**src/rtl/comp_job_arbiter_if.sv**
```systemverilog
// Requester-side and core-side handshake bundle for comp_job_arbiter.
interface comp_job_arbiter_if #(
  parameter int NREQ      = 4,
  parameter int LW        = 9,
  parameter int BEATBYTES = 16
);
  logic [NREQ-1:0]                     req_valid;
  logic [NREQ-1:0][LW-1:0]             req_len;
  logic [NREQ-1:0][BEATBYTES*8-1:0]    req_data;
  logic [NREQ-1:0]                     req_data_valid;
  logic [NREQ-1:0]                     req_data_ready;
  logic [NREQ-1:0]                     grant;
  logic [NREQ-1:0]                     job_done;
  logic [NREQ-1:0]                     job_err;
  logic                                core_start;
  logic [BEATBYTES*8-1:0]              core_byte;
  logic                                core_valid;
  logic                                core_done;
  logic                                core_abort;

  modport master (
    output req_valid, req_len, req_data, req_data_valid, core_done,
    input  req_data_ready, grant, job_done, job_err,
           core_start, core_byte, core_valid, core_abort
  );

  modport slave (
    input  req_valid, req_len, req_data, req_data_valid, core_done,
    output req_data_ready, grant, job_done, job_err,
           core_start, core_byte, core_valid, core_abort
  );
endinterface

```
**src/rtl/comp_job_arbiter.sv**
```systemverilog
// Round-robin job arbiter feeding one shared LZRW1 compressor core in 16-byte beats.
// Optional perf counters (perf_jobs, perf_busy) when COMP_JOB_ARBITER_PERF_EN is defined.
module comp_job_arbiter #(
  parameter int NREQ       = 4,
  parameter int STRINGSIZE = 350,
  parameter int BEATBYTES  = 16,
  parameter int TIMEOUT    = 4095,
  parameter int LW         = $clog2(STRINGSIZE + 1)
) (
  input  logic                   clock,
  input  logic                   reset,
  comp_job_arbiter_if.slave      bus
`ifdef COMP_JOB_ARBITER_PERF_EN
  ,
  output logic [NREQ-1:0][15:0]  perf_jobs,
  output logic [31:0]            perf_busy
`endif
);
  localparam int IW       = $clog2(NREQ);
  localparam int DW       = BEATBYTES * 8;
  localparam int MAXBEATS = (STRINGSIZE + BEATBYTES - 1) / BEATBYTES;
  localparam int BW       = $clog2(MAXBEATS + 1);
  localparam int TW       = $clog2(TIMEOUT + 1);

  typedef enum logic [2:0] {S_IDLE, S_CHECK, S_LOAD, S_WAIT, S_RELEASE} state_t;

  state_t          state_q, state_d;
  logic [IW-1:0]   rr_q, rr_d, g_q, g_d;
  logic [LW-1:0]   len_q, len_d;
  logic [BW-1:0]   beats_q, beats_d;
  logic [TW-1:0]   tmo_q, tmo_d;
  logic [NREQ-1:0] grant_q, grant_d, done_q, done_d, err_q, err_d;
  logic            start_q, start_d, abort_q, abort_d, cvalid_q, cvalid_d;
  logic [DW-1:0]   cbyte_q, cbyte_d;

  logic            pick_found;
  logic [IW-1:0]   pick_idx;

  // First pending requester at or above rr_q, wrapping past NREQ-1.
  always_comb begin
    int unsigned idx;
    pick_found = 1'b0;
    pick_idx   = '0;
    for (int unsigned i = 0; i < NREQ; i++) begin
      idx = (32'(rr_q) + i) % 32'(NREQ);
      if (!pick_found && bus.req_valid[idx]) begin
        pick_found = 1'b1;
        pick_idx   = IW'(idx);
      end
    end
  end

  always_comb begin
    state_d  = state_q;
    rr_d     = rr_q;
    g_d      = g_q;
    len_d    = len_q;
    beats_d  = beats_q;
    tmo_d    = tmo_q;
    grant_d  = grant_q;
    cbyte_d  = cbyte_q;
    done_d   = '0;
    err_d    = '0;
    start_d  = 1'b0;
    abort_d  = 1'b0;
    cvalid_d = 1'b0;
    case (state_q)
      S_IDLE: begin
        if (pick_found) begin
          g_d     = pick_idx;
          len_d   = bus.req_len[pick_idx];
          grant_d = NREQ'(1) << pick_idx;
          state_d = S_CHECK;
        end
      end
      S_CHECK: begin
        if (len_q == '0 || 32'(len_q) > 32'(STRINGSIZE)) begin
          err_d[g_q] = 1'b1;
          state_d    = S_RELEASE;
        end else begin
          start_d = 1'b1;
          beats_d = BW'((32'(len_q) + 32'(BEATBYTES - 1)) / 32'(BEATBYTES));
          state_d = S_LOAD;
        end
      end
      S_LOAD: begin
        if (bus.req_data_valid[g_q]) begin
          cbyte_d  = bus.req_data[g_q];
          cvalid_d = 1'b1;
          beats_d  = beats_q - 1'b1;
          if (beats_q == BW'(1)) state_d = S_WAIT;
        end
      end
      S_WAIT: begin
        tmo_d = tmo_q + 1'b1;
        // Done takes priority over a timeout landing in the same cycle.
        if (bus.core_done) begin
          done_d[g_q] = 1'b1;
          state_d     = S_RELEASE;
        end else if (tmo_q == TW'(TIMEOUT - 1)) begin
          err_d[g_q] = 1'b1;
          abort_d    = 1'b1;
          state_d    = S_RELEASE;
        end
      end
      S_RELEASE: begin
        grant_d = '0;
        rr_d    = (32'(g_q) == NREQ - 1) ? '0 : g_q + 1'b1;
        beats_d = '0;
        tmo_d   = '0;
        state_d = S_IDLE;
      end
      default: state_d = S_IDLE;
    endcase
  end

  always_ff @(posedge clock) begin
    if (!reset) begin
      state_q  <= S_IDLE;
      rr_q     <= '0;
      g_q      <= '0;
      len_q    <= '0;
      beats_q  <= '0;
      tmo_q    <= '0;
      grant_q  <= '0;
      done_q   <= '0;
      err_q    <= '0;
      start_q  <= 1'b0;
      abort_q  <= 1'b0;
      cvalid_q <= 1'b0;
      cbyte_q  <= '0;
    end else begin
      state_q  <= state_d;
      rr_q     <= rr_d;
      g_q      <= g_d;
      len_q    <= len_d;
      beats_q  <= beats_d;
      tmo_q    <= tmo_d;
      grant_q  <= grant_d;
      done_q   <= done_d;
      err_q    <= err_d;
      start_q  <= start_d;
      abort_q  <= abort_d;
      cvalid_q <= cvalid_d;
      cbyte_q  <= cbyte_d;
    end
  end

  assign bus.req_data_ready = (state_q == S_LOAD) ? grant_q : '0;
  assign bus.grant          = grant_q;
  assign bus.job_done       = done_q;
  assign bus.job_err        = err_q;
  assign bus.core_start     = start_q;
  assign bus.core_byte      = cbyte_q;
  assign bus.core_valid     = cvalid_q;
  assign bus.core_abort     = abort_q;

`ifdef COMP_JOB_ARBITER_PERF_EN
  logic [NREQ-1:0][15:0] pjobs_q;
  logic [31:0]           pbusy_q;

  always_ff @(posedge clock) begin
    if (!reset) begin
      pjobs_q <= '0;
      pbusy_q <= '0;
    end else begin
      for (int unsigned i = 0; i < NREQ; i++) begin
        if (done_q[i] && pjobs_q[i] != '1) pjobs_q[i] <= pjobs_q[i] + 16'd1;
      end
      if (state_q != S_IDLE && pbusy_q != '1) pbusy_q <= pbusy_q + 32'd1;
    end
  end

  assign perf_jobs = pjobs_q;
  assign perf_busy = pbusy_q;
`endif
endmodule

```
**src/flat_wrapper.sv**
```systemverilog
// flat-port wrapper written by rule: the top's interface ports become plain ports
module comp_job_arbiter_flat 
#(
  parameter int NREQ       = 4,
  parameter int STRINGSIZE = 350,
  parameter int BEATBYTES  = 16,
  parameter int TIMEOUT    = 4095,
  parameter int LW         = $clog2(STRINGSIZE + 1)
)
  (clock, reset, bus_req_valid, bus_req_len, bus_req_data, bus_req_data_valid, bus_core_done, bus_req_data_ready, bus_grant, bus_job_done, bus_job_err, bus_core_start, bus_core_byte, bus_core_valid, bus_core_abort);
  comp_job_arbiter_if #(.NREQ(NREQ), .LW(LW), .BEATBYTES(BEATBYTES)) bus_i ();
  input  logic clock;
  input  logic reset;
  input wire logic [$bits(bus_i.req_valid)-1:0] bus_req_valid;
  input wire logic [$bits(bus_i.req_len)-1:0] bus_req_len;
  input wire logic [$bits(bus_i.req_data)-1:0] bus_req_data;
  input wire logic [$bits(bus_i.req_data_valid)-1:0] bus_req_data_valid;
  input wire logic [$bits(bus_i.core_done)-1:0] bus_core_done;
  output wire logic [$bits(bus_i.req_data_ready)-1:0] bus_req_data_ready;
  output wire logic [$bits(bus_i.grant)-1:0] bus_grant;
  output wire logic [$bits(bus_i.job_done)-1:0] bus_job_done;
  output wire logic [$bits(bus_i.job_err)-1:0] bus_job_err;
  output wire logic [$bits(bus_i.core_start)-1:0] bus_core_start;
  output wire logic [$bits(bus_i.core_byte)-1:0] bus_core_byte;
  output wire logic [$bits(bus_i.core_valid)-1:0] bus_core_valid;
  output wire logic [$bits(bus_i.core_abort)-1:0] bus_core_abort;
  assign bus_i.req_valid = bus_req_valid;
  assign bus_i.req_len = bus_req_len;
  assign bus_i.req_data = bus_req_data;
  assign bus_i.req_data_valid = bus_req_data_valid;
  assign bus_i.core_done = bus_core_done;
  assign bus_req_data_ready = bus_i.req_data_ready;
  assign bus_grant = bus_i.grant;
  assign bus_job_done = bus_i.job_done;
  assign bus_job_err = bus_i.job_err;
  assign bus_core_start = bus_i.core_start;
  assign bus_core_byte = bus_i.core_byte;
  assign bus_core_valid = bus_i.core_valid;
  assign bus_core_abort = bus_i.core_abort;
  comp_job_arbiter #(.NREQ(NREQ), .STRINGSIZE(STRINGSIZE), .BEATBYTES(BEATBYTES), .TIMEOUT(TIMEOUT), .LW(LW)) u_core (.clock(clock), .reset(reset), .bus(bus_i));
endmodule
```
**config.mk**
```make
export PLATFORM = sky130hd
export DESIGN_NAME = comp_job_arbiter_flat
export DESIGN_NICKNAME = d
export VERILOG_FILES = /design/src/rtl/comp_job_arbiter_if.sv /design/src/rtl/comp_job_arbiter.sv /design/src/flat_wrapper.sv
export SDC_FILE = /design/constraint.sdc
export NUM_CORES = 1
export LEC_CHECK = 0
export BUFFER_PORTS_ARGS = -buffer_cell sky130_fd_sc_hd__clkbuf_2
export CAP_MARGIN = 20
export CORE_AREA = 3 3 273 275
export CTS_CLUSTER_SIZE = 12
export DETAILED_ROUTE_END_ITERATION = 12
export DIE_AREA = 0 0 276 278
export PLACE_DENSITY = 0.38
export SLEW_MARGIN = 0
export SYNTH_ARGS = -nofsm -noshare
export SYNTH_HDL_FRONTEND = slang
export SYNTH_SLANG_ARGS = --single-unit
```
**constraint.sdc**
```tcl
create_clock -name clock -period 3.3 [get_ports clock]
set_input_delay 0.66 -clock clock [delete_from_list [all_inputs] [get_ports clock]]
set_output_delay 0.66 -clock clock [all_outputs]
set_load 0.02 [all_outputs]
```
==> qor.yml <==
status: "finished clean"
synthDistinctLibCells: 52
endpoint_kind: "flip-flop"
drcViolationCount: 0
ys_warn_count: 0
synth-adder-area-share_pct: 1.003
hold_path_class: "in -> reg"
cp.required_ns: 3.69
cts_tree: "built"
crit_path_start_kind: "flip-flop"
synth_edf_count: 0
numCtsBuffers: 17
cts_hold_buf: 0
place_area_mm2: 0.01443
crit_chain: "nor2_1, buf_4, and2_1, nand2_4, buf_4, nand2_1, a21oi_1"
cts_max_level: 4
crit_slowest_cell: "buf_4"
hold_viol: 0
rr_startpoint: "u_core.state_q[0]$_SDFFE_PN0P_"
final.setup.worst_slack_ns: 0.9464
ys_top_cells_by_area: "dfxtp_1 35%, mux4_2 29%, nand2_1 11%"
synth_top_family_by_area: "multiplexers"
p_clk_share_pct: 25.3
path_max_fanout: 72
slew_violations: 0
timing.final.crit_share_pct: 71.32
setup_tns_ns: 0
internal_power_mw: 5.180
combPwrFrac_pct: 41.9
rrSetupSlack_ns: 0.95
slew_headroom_pct: 39.50
grt_pass1_vias: 11240
yosysSeqAreaShare_pct: 35.31
max_stage_delay_ns: 0.63
reg2reg_to: "u_core.bus.core_byte[77]$_SDFFE_PN0P_"
tightest_slew_ns: 0.9075
cp.depth: 7
area_growth_syn_to_layout_pct: 50.86
routed_wl_mm: 52.03
ys_async_sr_fraction_pct: 0
synthTopCellsByCount: "286 x nand2_1, 176 x dfxtp_1, 149 x a21oi_1"
die_width_um: 276
io_pins: 706
postCtsResizedCells: 0
busiest_layer: "met2"
wl_per_cell_um: 19.65
first_iter_violations: 493
yosysTopAreaCell: "dfxtp_1"
rr_worst_depth: 7
fin_skew_ns: 0.01456
clockBufferDepth: 2
route.antenna.remaining_nets: 0
vdd_ir_drop_max_uv: 302.7
clkLatencyLatePin_ns: 0.48
synth_nets: 1585
min_to: "u_core.len_q[7]$_SDFFE_PN0P_"
synth_top_area_share_pct: 35.31
met3_usage_pct: 4.110
gr-total-overflow: 0
vias_per_cell: 4.011
maxCapViolations: 0
synth_cells: 1018
synth-simple-area-share_pct: 16.09
swShare_pct: 39.00
rows: 99
power_switching_mw: 3.312
root_buffer: "clkbuf_16"
dpl_worst_slack_ns: 0.7287
p_leak_nw: 6.279
seq_power_share_pct: 32.9
rsz0062_at_grt: "false"
yosysMostFrequentCell: "nand2_1"
fmax_mhz: 424.9
synth_compound_area_share_pct: 11.46
dp_hpwl_mm: 43.09
min_from: "bus_req_len[25]"
grt_max_degree: 109
period_needed_ns: 2.354
nets: 2235
finalInstanceArea_mm2: 0.01505
setup_viol: 0
synth_mux_area_share_pct: 29.73
gr-usage-met1_pct: 14.74
gp_congestion: 1.030
initial_core_util_pct: 13.75
fp.coreArea_mm2: 0.07259
avgSynthCellArea_um2: 9.802
finalPower_mw: 8.492
dieArea_mm2: 0.07673
grt_first_pass_wirelength_mm: 75.21
arrival_ns: 2.75
synth_area_mm2: 0.009978
vias: 10620
hold_depth: 3
cts_sinks: 176
power_density_mw_per_mm2: 564.1
critical_path_class: "reg -> reg"
portBuffers: 705
grt_use_met2_pct: 23.41
ys_ff_latch: 176
ys.flop_type: "dfxtp_1"
path_buf_inv: 2
layout-drive-gt1-share_pct: 53.18
drt_pass1_iterations: 7
path_clk_slew_ns: 0.08
grtUsageTotal_pct: 13.21
dieHeight_um: 278
postCtsSetupRepairBufs: 0
cpMostUsedCell: "buf_4"
grt_antenna_before_repair: 18
path_delay_family: "buffers and inverters"
synth-xor-area-share_pct: 1.317
sequential cells by signal (all words and copies together), names as in the netlist:
name                   cells
u_core.bus.grant           4
u_core.rr_q                2
u_core.bus.core_start      1
u_core.bus.job_err         4
u_core.bus.core_abort      1
u_core.state_q             3
u_core.tmo_q              12
u_core.bus.core_byte     128
u_core.g_q                 2
u_core.bus.core_valid      1
u_core.beats_q             5
u_core.bus.job_done        4
u_core.len_q               9
power groups by stage:
stage	Clock, mW	Sequential, mW	Combinational (mW)
floorplan	0	2.97	2.29
global placement	0	2.84	3.63
detailed placement	0	2.85	3.64
CTS	2.29	2.80	3.65
global route	2.34	2.86	3.90
finish	2.14	2.79	3.56
cells by family (layout without fill, tap and decap cells):
| kind of cell | count (synthesis) | after routing |
|---|---|---|
| and+or+nand+nor | 380 | 380 |
| AOI/OAI and AO/OA | 205 | 205 |
| DFF | 176 | 176 |
| muxes | 135 | 135 |
| buffers and inverters | 99 | 762 |
| xor gates and xnor gates | 15 | 15 |
| adders and majority gates | 8 | 8 |
| other | 0 | 8 |
worst reg2reg max path, cell delays in order, from the launching register on:
cell and delay, ns:
dfxtp_1 0.54, nor2_1 0.08, buf_4 0.18, and2_1 0.33, nand2_4 0.12, buf_4 0.63
nand2_1 0.25, a21oi_1 0.17
cells in the final DEF, fill, tap and decap left out, drive strengths merged, types with 2 or more instances in the layout:
master and n:
buf 14, dfxtp 176, a221oi 2, nor2 28, clkinv 4, nor2b 2
nand4 5, a32oi 2, o22ai 2, ha 8, and3 7, diode 8
nor3 10, nand2 286, inv 19, a21oi 149, a222oi 9, nand3b 2
nand2b 5, or3 3, and4 2, mux2i 5, xnor2 9, o221ai 2
o21ai 22, and2 10, xor2 6, nor3b 2, a31oi 10, nor4 2
or4 2, mux4 129, nand3 12, clkbuf 723
worst max-delay path by stage:
stage,startpoint,to,slack (ns)
5_1_grt,u_core.state_q[0]$_SDFFE_PN0P_,u_core.bus.core_byte[57]$_SDFFE_PN0P_,0.68
4_1_cts,u_core.state_q[1]$_SDFFE_PN0P_,bus_req_data_ready[2],0.86
3_3_place_gp,bus_req_data_valid[3],u_core.bus.core_byte[19]$_SDFFE_PN0P_,0.80
3_5_place_dp,bus_req_data_valid[3],u_core.bus.core_byte[87]$_SDFFE_PN0P_,0.73
6_report,u_core.state_q[0]$_SDFFE_PN0P_,u_core.bus.core_byte[77]$_SDFFE_PN0P_,0.95
2_1_floorplan,bus_req_valid[1],u_core.len_q[0]$_SDFFE_PN0P_,1.36
stage by stage:
stage	hold slack (ns)	instances	utilization [%]
2_1_floorplan	0.4517	1018	-
3_3_place_gp	0.4424	2608	19.88
3_5_place_dp	0.4463	2608	19.88
4_1_cts	0.3639	2640	20.71
5_1_grt	0.3919	2646	20.73
6_report	0.4244	2648	20.74
layout make-up:
| cell class | instances | area (um^2) |
|---|---|---|
| inverter | 11 | 43.79 |
| fill | 8212 | 57530 |
| clock inverter | 14 | 163.9 |
| timing repair buffer | 719 | 3696 |
| tap | 959 | 1200 |
| sequential | 176 | 3531 |
| antenna | 8 | 20.02 |
| multi-input combinational | 743 | 5959 |
| clock buffer | 18 | 439.2 |
routing by layer:
layer,up-vias,share of wire (%),routed length (um)
met5,-,0.025,13
met4,2,2.6,1358
met3,57,7.2,3734
met2,425,51,26740
met1,5101,39,20180
li1,5036,-,-
Power figures use the tool's default switching activity.
